===== config.mk =====
export PLATFORM = sky130hd
export DESIGN_NAME = instruction_prefetch_flat
export DESIGN_NICKNAME = d
export VERILOG_FILES = /design/src/rtl/instruction_prefetch_if.sv /design/src/rtl/instruction_prefetch.sv /design/src/flat_wrapper.sv
export SDC_FILE = /design/constraint.sdc
export NUM_CORES = 1
export LEC_CHECK = 0
export BUFFER_PORTS_ARGS = -buffer_cell sky130_fd_sc_hd__buf_2
export CAP_MARGIN = 20
export CORE_MARGIN = 2
export CORE_UTILIZATION = 40
export DETAILED_ROUTE_END_ITERATION = 10
export PLACE_DENSITY_LB_ADDON = 0.1
export SLEW_MARGIN = 10
export SYNTH_ARGS = -nofsm -noshare
export SYNTH_HDL_FRONTEND = slang
export SYNTH_SLANG_ARGS = --single-unit

===== constraint.sdc =====
create_clock -name clk -period 2.5 [get_ports clk]
set_clock_uncertainty 0.15 [all_clocks]
set_input_delay 0.25 -clock clk [delete_from_list [all_inputs] [get_ports clk]]
set_output_delay 0.25 -clock clk [all_outputs]
set_load 0.02 [all_outputs]

===== src/rtl/instruction_prefetch_if.sv =====
// Bundles the fetch restart, FIFO write and memory read signals of the prefetch stage.
// The master modport is the prefetcher; the slave modport is its environment.
interface instruction_prefetch_if;
    logic        load_new_ip;
    logic [15:0] new_cs;
    logic [15:0] new_ip;
    logic        fifo_wr_en;
    logic [7:0]  fifo_wr_data;
    logic        fifo_full;
    logic        fifo_reset;
    logic        mem_access;
    logic        mem_ack;
    logic [18:0] mem_address;
    logic [15:0] mem_data;

    modport master (
        input  load_new_ip, new_cs, new_ip, fifo_full, mem_ack, mem_data,
        output fifo_wr_en, fifo_wr_data, fifo_reset, mem_access, mem_address
    );

    modport slave (
        output load_new_ip, new_cs, new_ip, fifo_full, mem_ack, mem_data,
        input  fifo_wr_en, fifo_wr_data, fifo_reset, mem_access, mem_address
    );
endinterface


===== src/rtl/instruction_prefetch.sv =====
// Instruction prefetcher: reads 16-bit words at CS:IP and pushes their bytes into the
// instruction FIFO in program order; restarts and flushes the FIFO on load_new_ip.
module instruction_prefetch #(
    parameter logic [15:0] RESET_CS = 16'hffff,
    parameter logic [15:0] RESET_IP = 16'h0000
) (
    input  logic                   clk,
    input  logic                   reset,
    instruction_prefetch_if.master bus
);

    typedef enum logic [1:0] {
        IDLE     = 2'd0,
        FETCH    = 2'd1,
        WRITE_LO = 2'd2,
        WRITE_HI = 2'd3
    } state_t;

    state_t      state_r;
    state_t      state_s;
    logic [15:0] fetch_cs_r;
    logic [15:0] fetch_cs_s;
    logic [15:0] fetch_ip_r;
    logic [15:0] fetch_ip_s;
    logic [15:0] latch_r;
    logic [15:0] latch_s;
    logic        abort_r;
    logic        abort_s;
    logic        fifo_reset_r;
    logic        fifo_reset_s;

    // Word address of CS:IP: (CS*16 + IP) / 2 equals CS*8 + IP[15:1], wrapped to 19 bits.
    function automatic logic [18:0] word_addr(input logic [15:0] seg, input logic [14:0] off_hi);
        return {seg, 3'b000} + {4'b0000, off_hi};
    endfunction

    // State and datapath registers with synchronous active-low reset.
    always_ff @(posedge clk) begin
        if (!reset) begin
            state_r      <= IDLE;
            fetch_cs_r   <= RESET_CS;
            fetch_ip_r   <= RESET_IP;
            latch_r      <= 16'h0000;
            abort_r      <= 1'b0;
            fifo_reset_r <= 1'b0;
        end else begin
            state_r      <= state_s;
            fetch_cs_r   <= fetch_cs_s;
            fetch_ip_r   <= fetch_ip_s;
            latch_r      <= latch_s;
            abort_r      <= abort_s;
            fifo_reset_r <= fifo_reset_s;
        end
    end

    // Next-state logic; a restart request overrides every state.
    always_comb begin
        state_s      = state_r;
        fetch_cs_s   = fetch_cs_r;
        fetch_ip_s   = fetch_ip_r;
        latch_s      = latch_r;
        abort_s      = abort_r;
        fifo_reset_s = 1'b0;
        if (bus.load_new_ip) begin
            fetch_cs_s   = bus.new_cs;
            fetch_ip_s   = bus.new_ip;
            fifo_reset_s = 1'b1;
            // The bus cannot be cancelled: keep the request up and drop its data later.
            if ((state_r == FETCH) && !bus.mem_ack) begin
                state_s = FETCH;
                abort_s = 1'b1;
            end else begin
                state_s = IDLE;
                abort_s = 1'b0;
            end
        end else begin
            case (state_r)
                IDLE: begin
                    state_s = FETCH;
                end
                FETCH: begin
                    if (bus.mem_ack) begin
                        if (abort_r) begin
                            abort_s = 1'b0;
                            state_s = IDLE;
                        end else begin
                            latch_s = bus.mem_data;
                            state_s = fetch_ip_r[0] ? WRITE_HI : WRITE_LO;
                        end
                    end else begin
                        state_s = FETCH;
                    end
                end
                WRITE_LO: begin
                    if (!bus.fifo_full) begin
                        fetch_ip_s = fetch_ip_r + 16'd1;
                        state_s    = WRITE_HI;
                    end else begin
                        state_s = WRITE_LO;
                    end
                end
                WRITE_HI: begin
                    if (!bus.fifo_full) begin
                        fetch_ip_s = fetch_ip_r + 16'd1;
                        state_s    = IDLE;
                    end else begin
                        state_s = WRITE_HI;
                    end
                end
                default: begin
                    state_s = IDLE;
                end
            endcase
        end
    end

    // Output decode; mem_access depends only on the state register.
    always_comb begin
        bus.mem_access   = (state_r == FETCH);
        bus.mem_address  = word_addr(fetch_cs_r, fetch_ip_r[15:1]);
        bus.fifo_reset   = fifo_reset_r;
        bus.fifo_wr_en   = 1'b0;
        bus.fifo_wr_data = 8'h00;
        case (state_r)
            WRITE_LO: begin
                bus.fifo_wr_data = latch_r[7:0];
                bus.fifo_wr_en   = !bus.fifo_full && !bus.load_new_ip;
            end
            WRITE_HI: begin
                bus.fifo_wr_data = latch_r[15:8];
                bus.fifo_wr_en   = !bus.fifo_full && !bus.load_new_ip;
            end
            default: begin
                bus.fifo_wr_data = 8'h00;
                bus.fifo_wr_en   = 1'b0;
            end
        endcase
    end

endmodule


===== src/flat_wrapper.sv =====
// flat-port wrapper written by rule: the top's interface ports become plain ports
module instruction_prefetch_flat 
#(
    parameter logic [15:0] RESET_CS = 16'hffff,
    parameter logic [15:0] RESET_IP = 16'h0000
)
  (clk, reset, bus_load_new_ip, bus_new_cs, bus_new_ip, bus_fifo_full, bus_mem_ack, bus_mem_data, bus_fifo_wr_en, bus_fifo_wr_data, bus_fifo_reset, bus_mem_access, bus_mem_address);
  instruction_prefetch_if bus_i ();
  input  logic clk;
  input  logic reset;
  input wire logic [$bits(bus_i.load_new_ip)-1:0] bus_load_new_ip;
  input wire logic [$bits(bus_i.new_cs)-1:0] bus_new_cs;
  input wire logic [$bits(bus_i.new_ip)-1:0] bus_new_ip;
  input wire logic [$bits(bus_i.fifo_full)-1:0] bus_fifo_full;
  input wire logic [$bits(bus_i.mem_ack)-1:0] bus_mem_ack;
  input wire logic [$bits(bus_i.mem_data)-1:0] bus_mem_data;
  output wire logic [$bits(bus_i.fifo_wr_en)-1:0] bus_fifo_wr_en;
  output wire logic [$bits(bus_i.fifo_wr_data)-1:0] bus_fifo_wr_data;
  output wire logic [$bits(bus_i.fifo_reset)-1:0] bus_fifo_reset;
  output wire logic [$bits(bus_i.mem_access)-1:0] bus_mem_access;
  output wire logic [$bits(bus_i.mem_address)-1:0] bus_mem_address;
  assign bus_i.load_new_ip = bus_load_new_ip;
  assign bus_i.new_cs = bus_new_cs;
  assign bus_i.new_ip = bus_new_ip;
  assign bus_i.fifo_full = bus_fifo_full;
  assign bus_i.mem_ack = bus_mem_ack;
  assign bus_i.mem_data = bus_mem_data;
  assign bus_fifo_wr_en = bus_i.fifo_wr_en;
  assign bus_fifo_wr_data = bus_i.fifo_wr_data;
  assign bus_fifo_reset = bus_i.fifo_reset;
  assign bus_mem_access = bus_i.mem_access;
  assign bus_mem_address = bus_i.mem_address;
  instruction_prefetch #(.RESET_CS(RESET_CS), .RESET_IP(RESET_IP)) u_core (.clk(clk), .reset(reset), .bus(bus_i));
endmodule

==> results of run 1 <==
-- kinds of logic (layout without fill, tap and decap cells) --
logic type / count (synthesis) / in the layout / share of synthesized area (%)
flops: 52 / 52 / 34.57
xor+xnor: 26 / 26 / 7.561
fa+ha+maj: 14 / 14 / 6.066
buf+inv: 26 / 134 / 3.863
simple gates: 135 / 135 / 22.98
mux: 26 / 26 / 8.641
compound gates: 81 / 81 / 16.33
-- cells in the final DEF (no fill, tap or decap), types with 9 or more instances in the layout --
cell type                       instances
sky130_fd_sc_hd__a21boi_1              16
sky130_fd_sc_hd__a21oi_1               17
sky130_fd_sc_hd__buf_2                 74
sky130_fd_sc_hd__buf_4                 34
sky130_fd_sc_hd__dfxtp_1               40
sky130_fd_sc_hd__dlygate4sd3_1         11
sky130_fd_sc_hd__mux2i_1               26
sky130_fd_sc_hd__nand2_1               68
sky130_fd_sc_hd__nor2_1                 9
sky130_fd_sc_hd__nor2b_1               11
sky130_fd_sc_hd__o21ai_0               17
sky130_fd_sc_hd__xnor2_1               13
sky130_fd_sc_hd__xor2_1                13
-- cell usage after synthesis, drive strengths merged (3+ instances only) --
| cell type | instances |
|---|---|
| nand2 | 68 |
| dfxtp | 52 |
| mux2i | 26 |
| a21oi | 25 |
| o21ai | 25 |
| a21boi | 17 |
| ha | 13 |
| xnor2 | 13 |
| xor2 | 13 |
| clkbuf | 12 |
| nor2b | 11 |
| buf | 9 |
| nand3 | 9 |
| nand4 | 9 |
| nor2 | 9 |
| and2 | 8 |
| nor3 | 5 |
| inv | 4 |
| and4 | 3 |
| nor4 | 3 |
-- power by group through the flow --
stage / clock network, mW / logic [mW] / registers (mW)
detailed placement: 0 / 0.655 / 0.938
floorplan: 0 / 0.456 / 0.928
global route: 0.576 / 0.878 / 0.932
global placement: 0 / 0.652 / 0.936
CTS: 0.543 / 0.741 / 0.923
finish: 0.522 / 0.810 / 0.925
-- worst max-delay path by stage --
stage / from / end / slack [ps] / cells after the start
2_1_floorplan: u_core.fetch_ip_r[4]$_SDFFE_PN0P_ / bus_mem_address[17] / 60 / 7
3_3_place_gp: u_core.fetch_ip_r[4]$_SDFFE_PN0P_ / bus_mem_address[17] / 110 / 8
3_5_place_dp: u_core.fetch_ip_r[4]$_SDFFE_PN0P_ / bus_mem_address[17] / 60 / 8
4_1_cts: u_core.fetch_cs_r[0]$_SDFFE_PN1P_ / bus_mem_address[11] / -70 / 9
5_1_grt: u_core.fetch_cs_r[0]$_SDFFE_PN1P_ / bus_mem_address[15] / -180 / 8
6_report: u_core.fetch_cs_r[0]$_SDFFE_PN1P_ / bus_mem_address[15] / -140 / 8
-- area by class of cell --
| class | count | area (µm²) |
|---|---|---|
| Fill cell | 702 | 3142 |
| Multi-Input combinational cell | 282 | 2046 |
| Clock buffer | 6 | 82.58 |
| Tap cell | 99 | 123.9 |
| Sequential cell | 52 | 1069 |
| Clock inverter | 2 | 13.76 |
| Inverter | 5 | 18.77 |
| Timing Repair Buffer | 121 | 758.2 |
-- registers in the layout, indices dropped and copies added (netlist names) --
register / cells
u_core.state_r: 2
u_core.fetch_cs_r: 16
u_core.latch_r: 16
u_core.bus.fifo_reset: 1
u_core.fetch_ip_r: 16
u_core.abort_r: 1
-- per-stage QoR --
step,hold WS (ps),std cells
floorplan,217.8,360
global route,5.374,567
global placement,291.1,534
CTS,0.7968,563
detailed placement,295.2,534
finish,7.851,567
-- tightest hold or removal path, delay by kind of cell --
kind | cells | cell delay (ps)
buffers and inverters | 1 | 80
multiplexers | 1 | 60
AND/OR/NAND/NOR | 1 | 60
-- per-layer routing --
metal | part of all wire [%] | wire length (µm)
met5 | 0 | 0
met2 | 49 | 4066
met1 | 45 | 3746
met3 | 4.9 | 408
met4 | 1.2 | 100
-- what timing repair did --
| action | 4_1_cts | 5_1_grt |
|---|---|---|
| hold buffers | 10 | 1 |
| setup buffers | 11 | 3 |
| gates resized for setup | 37 | 22 |
| hold endpoints to repair | 10 | 1 |
| setup endpoints to repair | 10 | 11 |
| pin swaps | 14 | 9 |
==> metrics list, run 1 <==
- Drt total wl: 8.322 mm
- Largest area contributor in the netlist: sky130_fd_sc_hd__dfxtp_1
* Largest driver fanout on the critical path: 3
- Counting both buffers and inverters, the worst setup path holds a total of 1.
* Largest voltage drop on the vdd net: 0.2612 mV
- The worst register-to-register path has a depth of 5.
* Worst endpoint required time: 2100 ps
* Initial DRT Pass Iterations: 5
* Total clock sinks: 52
- Final-report hold violation count: 0
* Crit Reg-Reg Startpoint: u_core.state_r[1]$_SDFF_PP0_
- Grt total ovfl: 0
- Hold/Removal Path Class: in2reg
- Dividing the final minimum period by the clock period gives 105.7%.
- Largest stage delay, worst path: 410 ps
* Syn_area_per_cell: 8.366 µm²
* Pwr Total: 2.257 mW
- Max-slew violation count: 0
- The later pin in the worst-skew pair is clocked with a latency of 310 ps.
- Number of vias per cell after detailed routing: 5.192
- Yosys top cell area share: 34.57%
- The initial antenna violation count is 0.
- Critical Setup Path Class: reg2out
- Number of synthesis warnings: 0
- Worst reg-to-reg setup slack: 370 ps
* Setup repair after global routing missed its margin: true
- Post-route setup TNS: -238.1 ps
- The die covers 8239 µm².
- The finished cells cover 4111 µm².
- Of the total power, the clock network draws 23.1%.
- The detail route stage leaves a number of antenna-violating nets equal to 0.
* Final setup violation count: 6
- Summed over all nets, the switching power comes to 0.7715 mW.
- Worst Setup End Kind: output port
- Synth Instances: 360
* Synth Net Count: 427
- Worst hold start: bus_new_cs[3]
- Antenna diodes: 0
- Derived from the worst setup path, the maximum achievable clock frequency is 0.3785 GHz.
- Buffers on Ports: 82
* Ordered list of cells on the worst path: ha_4 -> fa_2 -> a21oi_4 -> o211ai_1 -> a21oi_2 -> o21ai_2 -> xor2_1 -> buf_4
- Combinational share of power: 35.9%
- Sequential group share of total power: 41.0%
- Endpoint of the worst-slack reg-to-reg timing path: u_core.latch_r[3]$_SDFFE_PN0P_
- Cells with a size suffix above 1 make up 34.83% of the layout.
- Internal power of the cells: 1.486 mW
- After synthesis the netlist holds a flip-flop and latch count of 52.
- Number of different library cells in the post-synthesis netlist: 50
* Placed wire-length estimate after detailed placement: 5.720 mm
* Core region area: 7253 µm²
- Relative slew slack: 34.92%
* Most instantiated flip-flop cell in the synthesis netlist: sky130_fd_sc_hd__dfxtp_1
- The via count of the first global-routing pass came to 2,859.
- The die is 90.77 µm wide.
* Met1 Use GR: 24.92%
- The initial utilization of the core area, before any placement, comes to 41.52%.
* Arrival time at the worst endpoint: 2240 ps
- Boundary pin count: 83
- Clock-pin slew was measured on the worst setup and hold paths at 100 ps.
- The initialized floorplan defines 31 standard-cell rows.
- The worst setup path is launched from a flop.
- Overall fraction of global-route tracks in use: 19.67%
- Overall via count from detail_route: 2,944
- Subtracting the final worst setup slack from the clock period gives 2642 ps.
* Combined area of all synthesized cells: 3012 µm²
* Final core utilization: 56.68%
* Share of the yosys chip area belonging to registers: 34.57%
- Vert. Die Dim: 90.77 µm
- Transition time at the pin with the least slew margin: 970.9 ps
- Destination of the worst hold path: u_core.fetch_cs_r[3]$_SDFFE_PN1P_
* Worst path top cell family by delay: compound AO/OA/AOI/OAI gates
- Busiest layer in global routing: met2
* Number of enable-type register cells in the synthesized netlist: 0
- For this run, global-route usage on met2 was measured as 33.33%.
* DR iter-0 viols: 103
* Post-route DRC violation count: 0
- Among all stages on the critical path, the largest delay is contributed by sky130_fd_sc_hd__fa_2.
- CTS built an H-tree with a depth of 2.
- Wire length of the first global-routing pass: 13.30 mm
- The worst hold path passes through 3 cells.
* Total Nets Final: 534
* Pwr dens: 549.0 nW/µm²
- After detailed routing, the average wire length per cell comes to 14.68 µm.
- Placer's final routability congestion estimate: 0.8963
- Of the total power, the share spent switching nets is 34.18%.
- After synthesis, the share of flip-flops with an asynchronous set or reset is 0%.
- Worst setup margin: -141.8 ps
* Post-DP Area: 3561 µm²
* Number of buffers between clock root and the deepest sink: 2
- Summed over all cells, the static leakage comes to 1.727 nW.
- Across the run, the number of max-cap violations was 0.
- Largest net degree at the start of global routing: 25
- In this run, CTS created clock tree buffers numbering 5.
- Placement-stage worst setup slack: 56.73 ps
* Fraction of met3 tracks used by global routing: 4.257%
- Biggest area contributors in the synthesized netlist: sky130_fd_sc_hd__dfxtp_1 (35%), sky130_fd_sc_hd__mux2i_1 (8.6%), sky130_fd_sc_hd__nand2_1 (8.5%)
* Master cell of the clock root buffer: sky130_fd_sc_hd__clkbuf_8
* Layout-stage area growth over the synthesis result: 36.52%
* Result of the run: complete, but fails checks
- Failing checks: setup timing
- TritonCTS built the clock tree.
(Power assumes the default switching activity.)
==> run 2, diff against run 1 <==
--- a/config.mk
+++ b/config.mk
@@ -15,3 +15,4 @@
 export SYNTH_ARGS = -nofsm -noshare
 export SYNTH_HDL_FRONTEND = slang
 export SYNTH_SLANG_ARGS = --single-unit
+export TNS_END_PERCENT = 50
==> run 2 against run 1 <==
  * The run still ends with setup timing left
  * Via count decreased by 1.2%
  * Fmax increased by 2.3%
  * Utilization decreased by 0.47 points
  * Sequential share of layout area increased by 0.15 points
  * Register-to-register slack about the same
  * First-iteration DRC count decreased by 5.8%
  * Sequential power about the same
  * Clock-buffer cell count unchanged
  * Flip-flop and latch count unchanged
  * Critical path type unchanged
==> metrics list, run 2 (same netlist as run 1, synthesis figures left out) <==
- The die footprint came to 8239 µm² (unchanged).
- The final-stage net count came to 532 (-0.37%).
* Final-report hold violation count: 0 (unchanged)
* Number of fillers in the final layout: 711 (+1.3%)
- TritonCTS built the clock tree.
- The pin count of the biggest net entering global routing was 25 (unchanged).
* Htree depth: 2 (unchanged)
- Hold/Removal Path Class: in2reg
- Regs by FF count: u_core.fetch_cs_r x16, u_core.fetch_ip_r x16, u_core.latch_r x16
- The CTS buffer count came to 5 (unchanged).
- The library cells used most frequently in the layout, excluding fill and tap cells, are sky130_fd_sc_hd__buf_2 (75), sky130_fd_sc_hd__nand2_1 (68), sky130_fd_sc_hd__dfxtp_1 (40).
- F_max: 0.3873 GHz (+2.3%)
- The max capacitance violation total was 0 (unchanged).
- The most critical setup path has its startpoint at u_core.fetch_cs_r[0]$_SDFFE_PN1P_.
* Commonest non-fill, non-tap cell in the layout: sky130_fd_sc_hd__buf_2
* Ordered list of cells on the worst path: ha_4 -> fa_2 -> a21oi_4 -> o211ai_1 -> a21oi_2 -> o21ai_2 -> xor2_1 -> buf_4
- The via count is 2,910 (-1.2%).
* LEAKAGE: 1.713 nW (-0.81%)
* Max-slew violation count: 0 (unchanged)
- The number of core rows is 31 (unchanged).
- Layout-stage area growth over the synthesis result: 35.40%
* Failing checks: setup timing
- Pwr dens: 548.3 nW/µm² (-0.13%)
- Post-route DRC violation count: 0 (unchanged)
- The area taken by flip-flops and latches was 1066 µm² (-0.23%).
- Crit Reg-Reg Startpoint: u_core.state_r[1]$_SDFF_PP0_
* Core region area: 7253 µm² (unchanged)
- The multi-input gate area in the final layout was 2036 µm² (-0.49%).
- Worst path top cell family by delay: compound AO/OA/AOI/OAI gates
- The cell area after placement is 3561 µm² (unchanged).
- Number of global-route vias before repair: 2,859 (unchanged)
* Critical Setup Path Class: reg2out
* Setup repair after global routing missed its margin: true
* Drt total wl: 8.154 mm (-2.0%)
- Share of post-route cells with drive strength above 1: 34.55% (-0.28 points)
- DR iter-0 viols: 97 (-5.8%)
- Worst endpoint required time: 2100 ps (about the same)
* Largest stage delay, worst path: 410 ps (about the same)
- The worst setup margin came to -82.29 ps (+59.51 ps).
- Starting density of the core: 41.52% (unchanged)
* Transition time at the pin with the least slew margin: 970.1 ps (-0.7484 ps)
- The maximum fanout count along the critical path came to 3 (unchanged).
* Post-DR wirelength/cell: 14.43 µm (-1.7%)
* Placed wire-length estimate after detailed placement: 5.720 mm (unchanged)
- The via density per instance is 5.150 (-0.80%).
* Wire length of the first global-routing pass: 13.30 mm (unchanged)
- The number of clock sinks is 52 (unchanged).
- The global routing usage summed across all routing layers came to 19.67% (unchanged).
- The clock insertion delay at the later pin of the skew report was 310 ps (about the same).
- Kind of start point of the critical path: flop
* Antenna violations before repair: 0 (unchanged)
- The number of antenna repair diodes was 0 (unchanged).
* Final min period: 2582 ps (-59.51 ps)
- Grt total ovfl: 0 (unchanged)
- Worst-path cell with the longest stage delay: sky130_fd_sc_hd__fa_2
- The number of buffers on the longest clock path was 2 (unchanged).
* Master cell of the clock root buffer: sky130_fd_sc_hd__clkbuf_8
- Placer's final routability congestion estimate: 0.8963 (unchanged)
* Worst Setup End Kind: output port
- Buf+Inv Stages, Crit Path: 1 (unchanged)
* Initial DRT Pass Iterations: 4 (-1)
- The worst hold path begins at bus_new_cs[3].
* Vert. Die Dim: 90.77 µm (unchanged)
- Share of the clock period used by the worst path: 103.3% (-2.4 points)
- The overall die width was 90.77 µm (unchanged).
* Arrival time at the worst endpoint: 2180 ps (-60 ps)
- The count of input and output buffers came to 82 (unchanged).
- The core utilization of the finished layout is 56.22% (-0.47 points).
- Largest voltage drop on the vdd net: 0.2613 mV (about the same)
- The total of endpoints with negative setup slack in the final report was 5 (-1).
* Result of the run: complete, but fails checks
- The count of nets left with antenna violations after detail routing is 0 (unchanged).
* Post-route cell area: 4078 µm² (-0.82%)
- The relative slew slack was 34.97% (+0.050 points).
* Boundary pin count: 83 (unchanged)
* Clock Pin Slew Worst Setup and Hold Paths: 100 ps (about the same)
-- run 2: metal layers --
metal  vias up  wire length, µm  GRT usage, %  part of all wire (%)
li1       1467                -             -                     -
met1      1365             3727         24.92                    46
met2        68             3950         33.33                    48
met3        10              352         4.257                   4.3
met4         0              123         6.187                   1.5
met5         -                0             0                     0
-- run 2: path summary, 6_finish.rpt --
| kind | endpoint | slack (ps) | depth (start not counted) |
|---|---|---|---|
| min | u_core.fetch_cs_r[3]$_SDFFE_PN1P_ | 8 | 3 |
| max reg2reg | u_core.latch_r[3]$_SDFFE_PN0P_ | 370 | 5 |
| max | bus_mem_address[15] | -80 | 8 |
| min reg2reg | u_core.latch_r[12]$_SDFFE_PN0P_ | 310 | 2 |
-- run 2: power breakdown --
part	switching, mW	internal, mW	leakage (nW)
Combinational	0.419	0.371	1.23
Clock	0.295	0.227	0.0516
Sequential	0.0492	0.875	0.430
Total	0.763	1.47	1.71
-- run 2: metrics by stage --
step	cells	worst slack (ps)	setup TNS (ps)	power (mW)	hold WS [ps]
after floorplan	360	63.67	0	1.384	217.8
after global placement	534	107.1	0	1.588	291.1
after CTS	563	-70.62	-175.1	2.208	0.7968
final	565	-82.29	-175.1	2.236	8.262
after detailed placement	534	56.73	0	1.594	295.2
after global routing	565	-168.1	-894.7	2.368	5.374
-- run 2: area by class of cell --
cell class | instances | area share [%]
well taps | 99 | 3.038
flip-flops and latches | 52 | 26.14
inverters | 5 | 0.4603
multi-input cells | 282 | 49.92
repair buffers | 119 | 18.07
clock buffers | 6 | 2.025
clock inverters | 2 | 0.3375
-- run 2: worst min-delay path, delay by kind of cell --
kind	cells	cell delay [ps]
buf+inv	1	80
mux	1	60
simple gates	1	60
-- run 2: timing repair --
item | in CTS | in global routing
pin swaps | 14 | 5
setup endpoints to repair | 10 | 11
hold buffers | 10 | 1
hold endpoints to repair | 10 | 1
buffers inserted | 11 | 1
gates resized for setup | 37 | 18
==> run 3, diff against run 2 <==
--- a/config.mk
+++ b/config.mk
@@ -6,11 +6,11 @@
 export NUM_CORES = 1
 export LEC_CHECK = 0
 export BUFFER_PORTS_ARGS = -buffer_cell sky130_fd_sc_hd__buf_2
-export CAP_MARGIN = 20
 export CORE_MARGIN = 2
 export CORE_UTILIZATION = 40
+export CTS_BUF_LIST = sky130_fd_sc_hd__clkbuf_2 sky130_fd_sc_hd__clkbuf_4 sky130_fd_sc_hd__clkbuf_8
 export DETAILED_ROUTE_END_ITERATION = 10
-export PLACE_DENSITY_LB_ADDON = 0.1
+export PLACE_DENSITY = 0.71
 export SLEW_MARGIN = 10
 export SYNTH_ARGS = -nofsm -noshare
 export SYNTH_HDL_FRONTEND = slang
==> run 3 against run 2 <==
  * The flow still finishes with violations (setup timing)
  * Final cell count down 3.4%
  * Highest routed layer unchanged
  * Hold slack better by 4.1 ps
  * Total power up 2.7%
  * Utilization down 1.8 points
  * Combinational power down 2%
  * Non-clock buffer count down 19
  * Worst setup slack better by 19 ps
  * Die area unchanged
==> metrics list, run 3 (same netlist as run 1, synthesis figures left out) <==
* Result of the run: complete, but fails checks
- The checks that failed: setup timing.
* Clock latency of the later-clocked register in the worst-skew pair: 300 ps (about the same)
- The reg2reg setup slack came to 430 ps (+60 ps).
- Setup repair after global routing missed its margin: true
- Initial DRT Pass Iterations: 4 (unchanged)
* Overall fraction of global-route tracks in use: 17.38% (-2.3 points)
* Largest voltage drop on the vdd net: 0.1850 mV (-29%)
- Max Cap Viol: 0 (unchanged)
* Starting density of the core: 41.52% (unchanged)
* Commonest non-fill, non-tap cell in the layout: sky130_fd_sc_hd__buf_2
- Transition time at the pin with the least slew margin: 944.1 ps (-26.05 ps)
- Number of buffers between clock root and the deepest sink: 2 (unchanged)
- The worst setup slack before clock tree synthesis was 38.21 ps (-18.52 ps).
* Endpoint of the worst-slack reg-to-reg timing path: u_core.latch_r[1]$_SDFFE_PN0P_
- Kind of start point of the critical path: flop
* Hold/Removal Path Class: in2reg
- The cell area after placement came to 3538 µm² (-0.63%).
- The final-stage net count came to 513 (-3.6%).
* Share of the clock period used by the worst path: 102.5% (-0.78 points)
* Htree depth: 2 (unchanged)
- Number of vias per cell after detailed routing: 5.181 (+0.60%)
- The standby leakage power is 1.649 nW (-3.7%).
- The number of cells on the worst reg-to-reg path was 5 (unchanged).
- Metal3 WL: 447 µm (+27%)
* Worst hold start: bus_new_cs[3]
* Top routing layer in use: met4
- The length of routed wiring on met1 is 3.433 mm (-7.9%).
- Wire length of the first global-routing pass: 11.79 mm (-11%)
- Critical Setup Path Class: reg2out
- Arrival time at the worst endpoint: 2160 ps (-20 ps)
- TritonCTS clock tree: built
- The core outline area is 7253 µm² (unchanged).
* Final setup violation count: 5 (unchanged)
- The power share of the combinational group was 33.8% (-1.5 points).
* Layout-stage area growth over the synthesis result: 30.99%
* Max-slew violation count: 0 (unchanged)
- Buf+Inv Stages, Crit Path: 1 (unchanged)
- Placed wire-length estimate after detailed placement: 5.497 mm (-3.9%)
- Clock Pin Slew Worst Setup and Hold Paths: 90 ps (about the same)
- The hold violation total from the final report was 0 (unchanged).
- The data required time of the worst path is 2100 ps (about the same).
- The sum of negative setup slack was -245.2 ps (-70.11 ps).
- The initial antenna violation count was 0 (unchanged).
* Sequential group share of total power: 40.1% (-1.2 points)
* Number of global-route vias before repair: 2,661 (-6.9%)
- Post-route DRC violation count: 0 (unchanged)
* Relative slew slack: 36.72% (+1.7 points)
- Post-DR wirelength/cell: 13.93 µm (-3.5%)
* Drt total wl: 7.604 mm (-6.7%)
- Placer's final routability congestion estimate: 0.8958 (about the same)
- Buffers on Ports: 82 (unchanged)
- Boundary pin count: 83 (unchanged)
- The clock network fraction of design power is 26.0% (+2.6 points).
- Regs by FF count: u_core.fetch_cs_r x16, u_core.fetch_ip_r x16, u_core.latch_r x16
* Metal2 WL: 3.644 mm (-7.7%)
* Master cell of the clock root buffer: sky130_fd_sc_hd__clkbuf_8
- The number of clock sinks came to 52 (unchanged).
- The switching part of the total power came to 32.12% (-2.0 points).
- The worst setup margin is -62.81 ps (+19.48 ps).
* Worst Setup End Kind: output port
* ANT nets after route: 0 (unchanged)
- Ordered list of cells on the worst path: ha_4 -> fa_2 -> a21oi_4 -> o211ai_1 -> a21oi_2 -> o21ai_1 -> xor2_1 -> buf_4
- DR iter-0 viols: 104 (+7.2%)
* Pwr dens: 582.3 nW/µm² (+6.2%)
- Worst path top cell family by delay: compound AO/OA/AOI/OAI gates
* Inserted Clock Buffers: 5 (unchanged)
- The critical path's largest stage delay is 370 ps (-40 ps).
- The number of antenna repair diodes was 0 (unchanged).
- Overall via count from detail_route: 2,829 (-2.8%)
- Largest net degree at the start of global routing: 25 (unchanged)
- Internal power of the cells: 1.559 mW (+5.9%)
- The number of core rows was 31 (unchanged).
* Grt total ovfl: 0 (unchanged)
* Vert. Die Dim: 90.77 µm (unchanged)
- F_max: 0.3902 GHz (+0.76%)
* Net switching power: 0.7379 mW (-3.3%)
- Final min period: 2563 ps (-19.48 ps)
- Largest driver fanout on the critical path: 3 (unchanged)
- The die footprint is 8239 µm² (unchanged).
- The final instance area came to 3945 µm² (-3.3%).
- Depth of the worst hold-timing path: 3 (unchanged)
- The fraction of layout cells with a size suffix above 1 is 33.11% (-1.4 points).
- Commonest cells after routing, fill and taps aside: sky130_fd_sc_hd__buf_2 (73), sky130_fd_sc_hd__nand2_1 (68), sky130_fd_sc_hd__dfxtp_1 (42)
- Destination of the worst hold path: u_core.fetch_cs_r[3]$_SDFFE_PN1P_
* Worst-path cell with the longest stage delay: sky130_fd_sc_hd__fa_2
* Chip Width: 90.77 µm (unchanged)
- Crit Reg-Reg Startpoint: u_core.state_r[1]$_SDFF_PP0_
run 3: worst max path at each step:
stage                                       from                  end  slack, ps  cells after the start
2_1_floorplan  u_core.fetch_ip_r[4]$_SDFFE_PN0P_  bus_mem_address[17]         60                      7
3_3_place_gp   u_core.fetch_ip_r[4]$_SDFFE_PN0P_  bus_mem_address[17]         90                      8
3_5_place_dp   u_core.fetch_ip_r[4]$_SDFFE_PN0P_  bus_mem_address[17]         40                      8
4_1_cts        u_core.fetch_cs_r[0]$_SDFFE_PN1P_  bus_mem_address[15]        -70                      8
5_1_grt        u_core.fetch_cs_r[0]$_SDFFE_PN1P_  bus_mem_address[15]       -170                      8
6_report       u_core.fetch_cs_r[0]$_SDFFE_PN1P_  bus_mem_address[15]        -60                      8
run 3: per-layer routing:
metal / GRT usage (%) / vias to the layer above
met5: 0 / -
li1: - / 1435
met2: 29.54 / 81
met1: 21.61 / 1306
met3: 4.591 / 7
met4: 5.051 / 0
run 3: worst reg2reg max path, stage by stage, from the launching register on:
cell                       delay (ps)
sky130_fd_sc_hd__dfxtp_1          440
sky130_fd_sc_hd__and2b_1          300
sky130_fd_sc_hd__nand2_1          120
sky130_fd_sc_hd__nor3_2           730
sky130_fd_sc_hd__nand2_1          130
sky130_fd_sc_hd__a21boi_1         140
run 3: power groups by stage:
stage	Clock, mW	Combinational (mW)	Sequential [mW]
finish	0.598	0.777	0.922
global route	0.650	0.840	0.930
floorplan	0	0.456	0.928
CTS	0.617	0.691	0.924
detailed placement	0	0.649	0.937
global placement	0	0.636	0.935
run 3: stage by stage:
step                      hold slack [ps]  std cells  total power, mW  utilization (%)
after global placement              291.7        531            1.571            48.78
after detailed placement            294.9        531            1.586            48.78
after global routing                1.779        546            2.420            54.39
final                               12.31        546            2.297            54.39
after floorplan                     217.8        360            1.384                -
after CTS                           3.840        541            2.232            52.15
run 3: what timing repair did:
item,4_1_cts,5_1_grt
gates resized for setup,28,28
endpoints found under the setup margin,9,9
endpoints found under the hold margin,0,1
pin swaps,10,16
buffers inserted,2,4
hold buffers,0,1
run 3: layout make-up:
class	instances	area, µm²
timing repair buffer	100	574.3
clock buffer	6	82.58
inverter	5	18.77
multi-input combinational	282	2041
clock inverter	2	38.79
sequential	52	1066
fill	690	3308
tap	99	123.9
